[src/rtl/memory_access_stage_pkg.sv]
// Shared types for the memory-access pipeline stage: pipeline payloads,
// forwarding status, FSM states and access-width encodings.
package memory_access_stage_pkg;

  localparam int DATA_WIDTH = 32;
  localparam int BE_WIDTH   = DATA_WIDTH / 8;

  typedef enum logic [1:0] {IDLE, REQ, WAIT, DONE} mem_state_t;

  typedef enum logic [1:0] {
    MASK_BYTE = 2'b00,
    MASK_HALF = 2'b01,
    MASK_WORD = 2'b10
  } memory_mask_t;

  typedef enum logic {ZERO_EXTEND = 1'b0, SIGN_EXTEND = 1'b1} memory_sign_extension_t;

  typedef struct packed {
    logic [4:0]  address;
    logic        valid;
    logic [31:0] data;
  } forwarding_data_status_t;

  typedef struct packed {
    logic                    valid;
    logic [31:0]             pc;
    logic [31:0]             instruction;
    forwarding_data_status_t data;
    logic [31:0]             reg_rd2;
    logic                    reg_we;
    logic                    mem_read;
    logic                    mem_write;
    memory_mask_t            mem_mask;
    memory_sign_extension_t  mem_sign_ext;
  } stage_status_t;

  // Half accesses need even addresses, words need 4-byte alignment.
  function automatic logic access_misaligned(logic [1:0] addr_lsb, memory_mask_t mask);
    case (mask)
      MASK_BYTE: return 1'b0;
      MASK_HALF: return addr_lsb[0];
      default:   return addr_lsb != 2'b00;
    endcase
  endfunction

endpackage

[src/rtl/memory_access_stage_if.sv]
// Data-memory bus: request/ready handshake plus a separate read-response strobe.
interface memory_access_stage_if;
  import memory_access_stage_pkg::*;

  logic                  mem_req;
  logic                  mem_we;
  logic [31:0]           mem_addr;
  logic [31:0]           mem_wdata;
  logic [BE_WIDTH-1:0]   mem_be;
  logic                  mem_ready;
  logic                  mem_rvalid;
  logic [31:0]           mem_rdata;

  modport master (
    output mem_req, mem_we, mem_addr, mem_wdata, mem_be,
    input  mem_ready, mem_rvalid, mem_rdata
  );

  modport slave (
    input  mem_req, mem_we, mem_addr, mem_wdata, mem_be,
    output mem_ready, mem_rvalid, mem_rdata
  );
endinterface

[src/rtl/memory_access_stage_aligner.sv]
// Combinational byte-lane logic: enables, store-data replication and
// load-data lane selection with sign/zero extension.
module load_store_aligner
  import memory_access_stage_pkg::*;
(
  input  logic [1:0]             addr_lsb,
  input  memory_mask_t           mask,
  input  memory_sign_extension_t sign_ext,
  input  logic [31:0]            wdata,
  input  logic [31:0]            rdata,
  output logic [3:0]             be,
  output logic [31:0]            wdata_lanes,
  output logic [31:0]            rdata_extended,
  output logic                   misaligned
);

  logic [31:0] rdata_shifted;
  logic        sign_on;

  assign rdata_shifted = rdata >> {addr_lsb, 3'b000};
  assign sign_on       = (sign_ext == SIGN_EXTEND);
  assign misaligned    = access_misaligned(addr_lsb, mask);

  for (genvar gi = 0; gi < 4; gi++) begin : g_lane
    assign wdata_lanes[8*gi +: 8] = (mask == MASK_BYTE) ? wdata[7:0] :
                                    (mask == MASK_HALF) ? wdata[8*(gi%2) +: 8] :
                                                          wdata[8*gi +: 8];
  end

  always_comb begin
    be             = 4'hF;
    rdata_extended = rdata;
    case (mask)
      MASK_BYTE: begin
        be             = 4'b0001 << addr_lsb;
        rdata_extended = {{24{sign_on & rdata_shifted[7]}}, rdata_shifted[7:0]};
      end
      MASK_HALF: begin
        be             = 4'b0011 << addr_lsb;
        rdata_extended = {{16{sign_on & rdata_shifted[15]}}, rdata_shifted[15:0]};
      end
      default: begin
        be             = 4'hF;
        rdata_extended = rdata;
      end
    endcase
  end

endmodule

[src/rtl/memory_access_stage.sv]
// Memory-access pipeline stage: one-instruction slot driving the data bus,
// publishing forwarding status to decode and results to writeback.
module memory_access_stage
  import memory_access_stage_pkg::*;
#(
  parameter int DATA_WIDTH = 32
) (
  input  logic                    clk,
  input  logic                    rst_n,
  input  stage_status_t           stage_in,
  output logic                    stage_in_ready,
  output stage_status_t           stage_out,
  input  logic                    wb_ready,
  output forwarding_data_status_t fwd_status,
  memory_access_stage_if.master   mem,
  output logic                    misaligned
);

  mem_state_t    state_reg, state_next;
  stage_status_t slot_reg;
  logic          misaligned_reg;

  logic                    capture;
  logic                    in_mem_op;
  logic                    in_misaligned;
  mem_state_t              capture_state;
  logic                    slot_valid;
  logic [DATA_WIDTH/8-1:0] be_al;
  logic [DATA_WIDTH-1:0]   wdata_al;
  logic [DATA_WIDTH-1:0]   rdata_ext;
  logic                    misaligned_unused;

  load_store_aligner u_aligner (
    .addr_lsb       (slot_reg.data.data[1:0]),
    .mask           (slot_reg.mem_mask),
    .sign_ext       (slot_reg.mem_sign_ext),
    .wdata          (slot_reg.reg_rd2),
    .rdata          (mem.mem_rdata),
    .be             (be_al),
    .wdata_lanes    (wdata_al),
    .rdata_extended (rdata_ext),
    .misaligned     (misaligned_unused)
  );

  assign in_mem_op     = stage_in.mem_read | stage_in.mem_write;
  assign in_misaligned = in_mem_op && access_misaligned(stage_in.data.data[1:0], stage_in.mem_mask);
  assign capture_state = (in_mem_op && !in_misaligned) ? REQ : DONE;
  assign slot_valid    = (state_reg != IDLE);

  always_ff @(posedge clk or negedge rst_n) begin
    if (!rst_n) begin
      state_reg <= IDLE;
    end else begin
      state_reg <= state_next;
    end
  end

  always_comb begin
    state_next     = state_reg;
    stage_in_ready = rst_n && ((state_reg == IDLE) || ((state_reg == DONE) && wb_ready));
    capture        = stage_in.valid && stage_in_ready;
    mem.mem_req    = (state_reg == REQ);
    mem.mem_we     = (state_reg == REQ) && slot_reg.mem_write && !slot_reg.mem_read;
    mem.mem_addr   = (state_reg == REQ) ? {slot_reg.data.data[31:2], 2'b00} : '0;
    mem.mem_be     = (state_reg == REQ) ? be_al : '0;
    mem.mem_wdata  = (state_reg == REQ) ? wdata_al : '0;
    case (state_reg)
      IDLE: if (capture) state_next = capture_state;
      REQ:  if (mem.mem_ready) state_next = slot_reg.mem_read ? WAIT : DONE;
      WAIT: if (mem.mem_rvalid) state_next = DONE;
      DONE: if (wb_ready) state_next = capture ? capture_state : IDLE;
      default: state_next = IDLE;
    endcase
  end

  // Misaligned accesses never write the register file.
  always_ff @(posedge clk or negedge rst_n) begin
    if (!rst_n) begin
      slot_reg       <= '0;
      misaligned_reg <= 1'b0;
    end else if (capture) begin
      slot_reg        <= stage_in;
      slot_reg.reg_we <= stage_in.reg_we && !in_misaligned;
      misaligned_reg  <= in_misaligned;
    end else if ((state_reg == WAIT) && mem.mem_rvalid) begin
      slot_reg.data.data <= rdata_ext;
    end
  end

  always_comb begin
    fwd_status         = '0;
    fwd_status.address = (slot_valid && slot_reg.reg_we && !misaligned_reg) ? slot_reg.data.address : 5'd0;
    fwd_status.valid   = (state_reg == DONE);
    fwd_status.data    = slot_valid ? slot_reg.data.data : '0;
    stage_out          = slot_valid ? slot_reg : '0;
    stage_out.valid    = (state_reg == DONE);
    stage_out.data     = fwd_status;
    misaligned         = (state_reg == DONE) && misaligned_reg;
  end

endmodule

[src/flat_wrapper.sv]
// flat-port wrapper written by rule: the top's interface ports become plain ports
module memory_access_stage_flat import memory_access_stage_pkg::*;
#(
  parameter int DATA_WIDTH = 32
)
  (clk, rst_n, stage_in, stage_in_ready, stage_out, wb_ready, fwd_status, misaligned, mem_mem_req, mem_mem_we, mem_mem_addr, mem_mem_wdata, mem_mem_be, mem_mem_ready, mem_mem_rvalid, mem_mem_rdata);
  memory_access_stage_if mem_i ();
  input  logic clk;
  input  logic rst_n;
  input  stage_status_t stage_in;
  output logic stage_in_ready;
  output stage_status_t stage_out;
  input  logic wb_ready;
  output forwarding_data_status_t fwd_status;
  output logic misaligned;
  output wire logic [$bits(mem_i.mem_req)-1:0] mem_mem_req;
  output wire logic [$bits(mem_i.mem_we)-1:0] mem_mem_we;
  output wire logic [$bits(mem_i.mem_addr)-1:0] mem_mem_addr;
  output wire logic [$bits(mem_i.mem_wdata)-1:0] mem_mem_wdata;
  output wire logic [$bits(mem_i.mem_be)-1:0] mem_mem_be;
  input wire logic [$bits(mem_i.mem_ready)-1:0] mem_mem_ready;
  input wire logic [$bits(mem_i.mem_rvalid)-1:0] mem_mem_rvalid;
  input wire logic [$bits(mem_i.mem_rdata)-1:0] mem_mem_rdata;
  assign mem_mem_req = mem_i.mem_req;
  assign mem_mem_we = mem_i.mem_we;
  assign mem_mem_addr = mem_i.mem_addr;
  assign mem_mem_wdata = mem_i.mem_wdata;
  assign mem_mem_be = mem_i.mem_be;
  assign mem_i.mem_ready = mem_mem_ready;
  assign mem_i.mem_rvalid = mem_mem_rvalid;
  assign mem_i.mem_rdata = mem_mem_rdata;
  memory_access_stage #(.DATA_WIDTH(DATA_WIDTH)) u_core (.clk(clk), .rst_n(rst_n), .stage_in(stage_in), .stage_in_ready(stage_in_ready), .stage_out(stage_out), .wb_ready(wb_ready), .fwd_status(fwd_status), .mem(mem_i), .misaligned(misaligned));
endmodule
[config.mk]
export PLATFORM = sky130hd
export DESIGN_NAME = memory_access_stage_flat
export DESIGN_NICKNAME = d
export VERILOG_FILES = /design/src/rtl/memory_access_stage_pkg.sv /design/src/rtl/memory_access_stage_if.sv /design/src/rtl/memory_access_stage_aligner.sv /design/src/rtl/memory_access_stage.sv /design/src/flat_wrapper.sv
export SDC_FILE = /design/constraint.sdc
export NUM_CORES = 1
export LEC_CHECK = 0
export CAP_MARGIN = 20
export CELL_PAD_IN_SITES_DETAIL_PLACEMENT = 1
export CELL_PAD_IN_SITES_GLOBAL_PLACEMENT = 2
export CORE_MARGIN = 2
export CORE_UTILIZATION = 24
export CTS_CLUSTER_DIAMETER = 120
export CTS_CLUSTER_SIZE = 16
export DETAILED_ROUTE_END_ITERATION = 8
export PLACE_DENSITY = 0.92
export SLEW_MARGIN = 25
export SYNTH_ARGS = -nofsm -noshare
export SYNTH_HDL_FRONTEND = slang
export SYNTH_HIERARCHICAL = 1
export SYNTH_SLANG_ARGS = --single-unit
[constraint.sdc]
create_clock -name clk -period 2.4 [get_ports clk]
set_input_delay 0.36 -clock clk [delete_from_list [all_inputs] [get_ports clk]]
set_output_delay 0.36 -clock clk [all_outputs]
set_load 0.03 [all_outputs]
# Word level (Yosys, flattened, before mapping)
# Cells that the tools add are included.
[totals]
ff_bits = 143
latchBits = 0
ram_bits = 0
mem_bits_ro = 0
in_bits = 178
out_inout_bits = 251
elab_cells = 75
memories = 0
[classes]
n_addsub = 0
multipliers = 0
div_mod_pow = 0
order_cmp = 0
eq_ne = 9
shifts = 3
mux = 24
bitwise = 3
reduce_logical = 23
[ops]
columns = ["cell", "count"]
rows = [
  ["2-to-1 mux 32 bit", 5],
  ["2-to-1 mux 140 bit", 1],
  ["one-hot mux 32 bit (2 select lines)", 1],
  ["2-to-1 mux 8 bit", 5],
  ["right shift 32 x 5 -> 16 bit", 1],
  ["logical AND 1 bit", 12],
  ["2-to-1 mux 2 bit", 6],
  ["one-hot mux 2 bit (4 select lines)", 1],
  ["one-hot mux 4 bit (2 select lines)", 1],
  ["== test 2 x 1 -> 1 bit (second input constant)", 3],
  ["logical NOT 2 bit", 3],
  ["nonzero test 2 bit", 3],
  ["2-to-1 mux 5 bit", 1],
  ["== test 2 bit (second input constant)", 2],
  ["2-to-1 mux 4 bit", 1],
  ["inequality test 2 x 1 -> 1 bit (second input constant)", 2],
  ["inequality test 2 bit (second input constant)", 2],
  ["AND reduction 4 bit", 1],
  ["left shift 1 x 2 -> 4 bit (first input constant)", 1],
  ["left shift 2 x 2 -> 4 bit (first input constant)", 1],
  ["logical NOT 1 bit", 3],
  ["bitwise AND 1 bit", 2],
  ["one-hot mux 1 bit (2 select lines)", 1],
  ["logical OR 1 bit", 1],
  ["other kinds (2)", 2],
]

# Longest topological paths before layout
# Gate-level depths: netlist (run 1).
[depth]
depth_word = 9
mapped_depth = 8

# Cells and area by module
# Netlist (run 1), hierarchy kept.
[by_module_without_submodules]
columns = ["mod", "instances", "cells_per_inst", "area_each_um2"]
rows = [
  ["memory_access_stage", 1, 641, 7567.3],
  ["load_store_aligner", 1, 181, 1168.6],
]

# Worst setup path before layout (run 1)
# OpenSTA, ideal clock, no wires.
[synth_timing]
path_kind = "flip-flop to flip-flop"
from = "register u_core/slot_reg[38] (netlist bit)"
to = "register u_core/slot_reg[57] (netlist bit)"
setup_ps = 127
t_arrival_ps = 1973
path_slack_ps = 300
stages_incl_launch_ff = 7
n_path_buf = 1
period_less_slack_ps = 2100
path_cell_list = "dfrtp_1 > mux4_2 > o2111ai_2 > buf_6 > nand2_1 > mux2_2 > mux2_1"
[synth_via]
elab_chain_cells = 5
word_cells_on_any_way = 6
[synth_rtl]
columns = ["item", "line", "rtl"]
rows = [
  ["start, declared", "memory_access_stage.sv:20", "stage_status_t slot_reg;"],
  ["start signal, assigned", "memory_access_stage.sv:82", "slot_reg <= stage_in;"],
  ["right shift 32 x 5 -> 16 bit (*)", "memory_access_stage_aligner.sv:20", "assign rdata_shifted = rdata >> {addr_lsb, 3'b000};"],
  ["bitwise AND 1 bit (on tied branches)", "memory_access_stage_aligner.sv:40, memory_access_stage_aligner.sv:36", ""],
  ["one-hot mux 32 bit (2 select lines) (*)", "memory_access_stage_aligner.sv:33", "case (mask)"],
  ["via u_core.rdata_ext[19]", "memory_access_stage.sv:30", "logic [DATA_WIDTH-1:0] rdata_ext;"],
  ["2-to-1 mux 32 bit (*)", "memory_access_stage.sv:85", "end else if ((state_reg == WAIT) && mem.mem_rvalid) begin"],
  ["2-to-1 mux 32 bit (*)", "memory_access_stage.sv:81", "end else if (capture) begin"],
]
# Mark *: on every way through the listed nets, which the timed path passes. The rest lies on a longest branch. The select of a mux whose other input is x is not followed.
# A chain may end at the register's enable or synchronous reset.

==> impl_results.md, run 1 <==
- Leak pwr: about 0.0062 uW
- Core area: around 36000 sq um
- I/O pin count: ~430
- Worst Setup End Kind: output port
- Period minus WS final: 2330 ps
- Post-Route Setup TNS: 0 ps
- Final instance area: ~14000 sq um
- F_max: 0.429 GHz
- Reg2Reg Depth: 6
- Vias: roughly 7700
- Worst path required time: around 2000 ps
- First-pass GRT wire length: just over 50000 microns
- Status: complete, no violations
- Largest net degree at the start of global routing: between 80 and 90
- Cts bufs inserted: 17
- Die Width: ~200 microns
- FILL cells: 4000
- Critical path startpoint category: flip-flop
- Pins Over Slew Limit: 0
- Syn. warnings: 6
- Slew @ Worst Pin: approximately 910 ps
- Routed Wire Length: around 35000 microns
- GPL Wtd Cong: just over 0.8
- Share of cells above drive strength 1: between 30% and 40%
- Pwr dens: about 1600 nW/um^2
- Row count: 69
- Non-filler cells, final: 1681
- Final setup vio count: 0
- CP Data Arrival Time: between 1500 and 2000 ps
- R2R Setup Slk: ~210 ps
- P&R area growth vs syn: 55.7%
- Reg-to-Reg Start: u_core/slot_reg[38]
- Clock skew: about 8.1 ps
- Die area: roughly 38000 sq um
- R2R Path End: u_core/slot_reg[48]
- Placed instance count: roughly 1600
- Hold Crit Class: input pin to asynchronous set/reset pin
- Die Ht: 195 microns
- GR Overflow Total: 0
- Synthesized area per cell: 10.6 sq um
- Place WS: -157 ps
- Worst vdd ir: ~0.8 mV
- DR WL/cell: between 20 and 25 microns
- Vias per inst: 4.60
- Area after DPL: about 13000 sq um
- Initial antenna violation count: 3
- Final hold vios: 0
- Gr usage total: between 10% and 20%
- H-tree depth: 4
- Antenna-violating nets left: 0
- Fin util: 38.1%
- Slew margin rel.: about two fifths
- Clock Tree Buf Depth: 2
- Drt first pass iters: 6
- Cells after synthesis: 820
- Kind of critical path: flip-flop to output port
- Max reg flops: roughly 140
- Clock Pin Slew Worst Setup and Hold Paths: approximately 70 ps
- CP max FO: 47
- Post-route clock period utilization: 97.2%
- Clock Tree Root: clkbuf_16
- Max Cap Viol: 0
- 1st-iter DRT viols: around 200
- Cell area after synthesis: between 8000 and 9000 sq um
- Initial Util: about a quarter
- Nets: approximately 1400
- Skew-Pair Late Insertion Delay: approximately 440 ps
- RSZ-0062 raised after global routing: yes
- Cts hold-fix bufs: 0
- Clock sink total: 142
- Final worst slack: about 67 ps
- Number of global-route vias before repair: roughly 8500
- Port Buffers: between 400 and 500
- Post-DP HPWL: 26500 microns
- DRC violations left: 0
- CTS tree: built
[worst max path at each step]
stage / to / cells past startpoint / from / slack (ps)
floorplan: u_core/slot_reg[57] / 6 / u_core/slot_reg[38] / 300
global placement: u_core/slot_reg[53] / 7 / mem_mem_rdata[7] / -180
detailed placement: u_core/slot_reg[53] / 7 / mem_mem_rdata[7] / -160
CTS: stage_out[81] / 4 / u_core/state_reg[1] / 0.4
global route: fwd_status[4] / 4 / u_core/state_reg[1] / -6
finish: stage_out[42] / 4 / u_core/state_reg[1] / 70
[routing by layer]
metal / wire length, microns / track usage, % / vias up
li1: - / - / 3488
met1: 13800 / 20.4 / 3855
met2: 17600 / 31.8 / 332
met3: 2600 / 5.54 / 52
met4: 1060 / 7.81 / 0
met5: 0 / 0 / -
[cells in the final DEF, fill, tap and decap left out, types with 2 or more instances in the layout]
cell type,count
and3_1,2
dfrtp_1,137
a21oi_1,4
o31ai_1,7
and2_1,206
clkbuf_2,20
buf_2,7
nor2b_1,2
inv_1,8
a311o_1,2
o2111ai_1,3
mux2_2,98
o221ai_1,3
conb_1,2
inv_6,5
clkinv_4,2
clkinvlp_4,2
mux2i_1,13
o21ai_0,21
nand2_1,65
clkbuf_16,18
a221oi_1,6
buf_12,25
nor2_1,8
clkdlybuf4s15_1,9
clkdlybuf4s15_2,4
a31oi_1,2
clkdlybuf4s50_1,180
nor2_4,3
buf_6,2
buf_4,169
mux2_1,96
clkinv_2,2
a22oi_1,5
dlygate4sd2_1,54
dfrtp_2,5
[final cells by class]
cell class | instances | area (sq um) | area share, %
timing repair buffer | 473 | 4400 | 32.4
clock inverter | 13 | 128 | 0.939
clock buffer | 19 | 443 | 3.26
multi-input combinational | 564 | 4450 | 32.7
sequential | 142 | 3560 | 26.2
antenna | 1 | 2.50 | 0.0184
tap | 461 | 577 | 4.24
inverter | 8 | 30.0 | 0.221
[per-stage QoR]
| stage | total power, uW | hold slack, ps |
|---|---|---|
| CTS | 21800 | 12.7 |
| global placement | 19100 | 459 |
| floorplan | 13600 | 64.4 |
| global route | 22800 | 34.2 |
| detailed placement | 19500 | 469 |
| finish | 21600 | 10.7 |
[power breakdown]
group	switching (uW)	internal, uW
combinational	8350	5950
sequential	953	3620
clock	1220	1480
[repair_timing]
item | CTS | global route
setup buffers | 0 | 1
pin swaps | 0 | 1
resized for setup | 128 | 68
cloned | 0 | 1
setup endpoints to repair | 122 | 84
[worst max-delay path, cell delays in order, from the launching register on]
cell	delay, ps
dfrtp_2	450
or2_4	300
buf_12	170
and2_1	210
dlygate4sd2_1	350
(Power assumes the default switching activity.)
==> run 2: changes to the inputs <==
--- a/config.mk
+++ b/config.mk
@@ -13,7 +13,8 @@
 export CTS_CLUSTER_DIAMETER = 120
 export CTS_CLUSTER_SIZE = 16
 export DETAILED_ROUTE_END_ITERATION = 8
-export PLACE_DENSITY = 0.92
+export PLACE_DENSITY = 0.8
+export RECOVER_POWER = 50
 export SLEW_MARGIN = 25
 export SYNTH_ARGS = -nofsm -noshare
 export SYNTH_HDL_FRONTEND = slang
==> impl_results.md, run 2 (synthesis results as in run 1) <==
- GPL Wtd Cong: 0.798 (-0.98%)
- Fin util: 38.2% (+0.049 points)
- Sw Share: 48.3% (-0.46 points)
- Status: complete, no violations
- Sequential cell area: 3560 sq um (about the same)
- Die area: 37900 sq um (unchanged)
- Reg-to-Reg Start: u_core/slot_reg[38]
- Most used cells in the layout excluding fill and tap cells: buf_4 (196), and2_1 (193), clkdlybuf4s50_1 (175), dfrtp_1 (138), mux2_2 (98)
- Placed instance count: 1648 (+0.12%)
- Drt first pass iters: 4 (-2)
- Final Power: 21600 uW (+0.10%)
- Critical path startpoint category: flip-flop
- Worst Setup End Kind: output port
- CP max stage cell: dfrtp_2
- I/O pin count: 429 (unchanged)
- Number of global-route vias before repair: 8245 (-2.9%)
- Pwr dens: 1590 nW/um^2 (about the same)
- Clock sink total: 142 (unchanged)
- Routed Wire Length: 35300 microns (+1.1%)
- Worst path required time: 2040 ps (about the same)
- Worst hold endpoint: u_core/slot_reg[92]
- Post-DP HPWL: 26800 microns (+1.2%)
- First-pass GRT wire length: 52900 microns (+1.8%)
- Slew margin rel.: 38.9% (-0.33 points)
- Cts bufs inserted: 17 (unchanged)
- DR WL/cell: 20.9 microns (+0.47%)
- Slew @ Worst Pin: 916 ps (+5.02 ps)
- Max Cap Viol: 0 (unchanged)
- Final hold vios: 0 (unchanged)
- Critical path buffers and inverters: 2 (unchanged)
- Hold wc startpoint: u_core/slot_reg[92]
- RSZ-0062 raised after global routing: no
- Commonest non-fill, non-tap cell in the layout: buf_4
- Pins Over Slew Limit: 0 (unchanged)
- F_max: 0.433 GHz (+0.96%)
- 1st-iter DRT viols: 251 (+23%)
- GR Util met1: 21.4% (+0.95 points)
- CP max stage delay: 480 ps (+30 ps)
- Final setup vio count: 0 (unchanged)
- H-tree depth: 4 (unchanged)
- Largest delay share family, worst path: simple AND/OR/NAND/NOR gates
- Psw: 10400 uW (-0.85%)
- Hold Crit Class: flip-flop to flip-flop
- R2R Setup Slk: 110 ps (-100 ps)
- Multi-input logic area: 4470 sq um (+0.59%)
- Max reg flops: 139 (unchanged)
- Clock Pin Slew Worst Setup and Hold Paths: 60 ps (about the same)
- Non-filler cells, final: 1691 (+0.59%)
- Initial antenna violation count: 3 (unchanged)
- Clock Tree Buf Depth: 2 (unchanged)
- CTS tree: built
- Kind of critical path: flip-flop to output port
- Combinational share of power: 66.3% (about the same)
- Vias: 7643 (-1.1%)
- Post-route clock period utilization: 96.3% (-0.92 points)
- Port Buffers: 425 (unchanged)
- Final instance area: 13600 sq um (+0.13%)
- CP cell instances: buf_4, or2_4, and2_1, buf_4
- Core area: 35700 sq um (unchanged)
- M3 GR Usage: 7.11% (+1.6 points)
- Final worst slack: 89.3 ps (+22.1 ps)
- Worst vdd ir: 0.788 mV (-0.92%)
- CP max FO: 31 (-34%)
- Vias per inst: 4.52 (-1.7%)
- Die Ht: 195 microns (unchanged)
- Largest net degree at the start of global routing: 63 (-29%)
- Place WS: -206 ps (-49.3 ps)
- Nets: 1393 (+0.65%)
- Area after DPL: 13000 sq um (-0.71%)
- Hold path depth: 1
- Share of cells above drive strength 1: 32.6% (+2.0 points)
- P&R area growth vs syn: 55.9%
- Initial Util: 24.5% (unchanged)
- DRC violations left: 0 (unchanged)
- Reg2Reg Depth: 6 (unchanged)
- Clock Tree Root: clkbuf_16
- Leak pwr: 0.00616 uW (about the same)
- Row count: 69 (unchanged)
- Die Width: 195 microns (unchanged)
- Sequential share of power: 21.2% (about the same)
- Internal Power: 11200 uW (+1.0%)
- Skew-Pair Late Insertion Delay: 440 ps (about the same)
- GR Overflow Total: 0 (unchanged)
- Clk pwr share: 12.5% (about the same)
- Period minus WS final: 2310 ps (-22.1 ps)
- CP Data Arrival Time: 1950 ps (-20 ps)
- Gr usage total: 18.7% (+0.51 points)
- R2R Path End: u_core/slot_reg[53]
- CP dominant cell by count: buf_4
- Met2 Track Usage GR: 32.8% (+0.94 points)
- Clock skew: 5.12 ps (-3.01 ps)
- GR peak layer: met2
- Antenna-violating nets left: 0 (unchanged)
- FILL cells: 3987 (-0.33%)
run 2: what timing repair did:
item                       4_1_cts  5_1_grt
pin swaps                        3        1
cloned                           3        0
hold buffers                     1        0
resized for setup               84       17
hold endpoints to repair        24        0
setup endpoints to repair      142       45
buffers inserted                 2        3
run 2: per-layer routing:
metal / wire [microns] / share of wire [%]
met5: 12 / 0.034
met2: 17600 / 50
met4: 493 / 1.4
met1: 14400 / 41
met3: 2850 / 8.1
run 2: per-stage QoR:
stage | hold slack, ps | TNS (ps)
3_5_place_dp | 440 | -3120
6_report | 476 | 0
3_3_place_gp | 442 | -2260
4_1_cts | 470 | -5.93
5_1_grt | 486 | 0
2_1_floorplan | 64.4 | 0
run 2: cell type report:
type | count | share of cell area (%)
multi-input combinational | 567 | 32.9
timing repair buffer | 479 | 32.2
sequential | 142 | 26.1
tap | 461 | 4.24
clock buffer | 20 | 3.28
clock inverter | 12 | 1.01
inverter | 8 | 0.221
antenna | 2 | 0.0368
run 2: worst max-delay path by stage:
stage	start	end	slack [ps]	cells past startpoint
after floorplan	u_core/slot_reg[38]	u_core/slot_reg[57]	300	6
after global placement	mem_mem_rdata[23]	u_core/slot_reg[46]	-160	7
after detailed placement	mem_mem_rdata[23]	u_core/slot_reg[53]	-210	7
after CTS	u_core/state_reg[1]	misaligned	-6	3
after global routing	u_core/slot_reg[1]	mem_mem_wdata[13]	2	5
final	u_core/state_reg[0]	stage_out[47]	90	4
run 2: power groups by stage:
| stage | registers, uW | clock network, uW | logic [uW] |
|---|---|---|---|
| finish | 4580 | 2710 | 14300 |
| global route | 4760 | 2890 | 15200 |
| CTS | 4600 | 2810 | 14500 |
| detailed placement | 4590 | 0 | 14700 |
| global placement | 4530 | 0 | 14600 |
| floorplan | 4110 | 0 | 9490 |
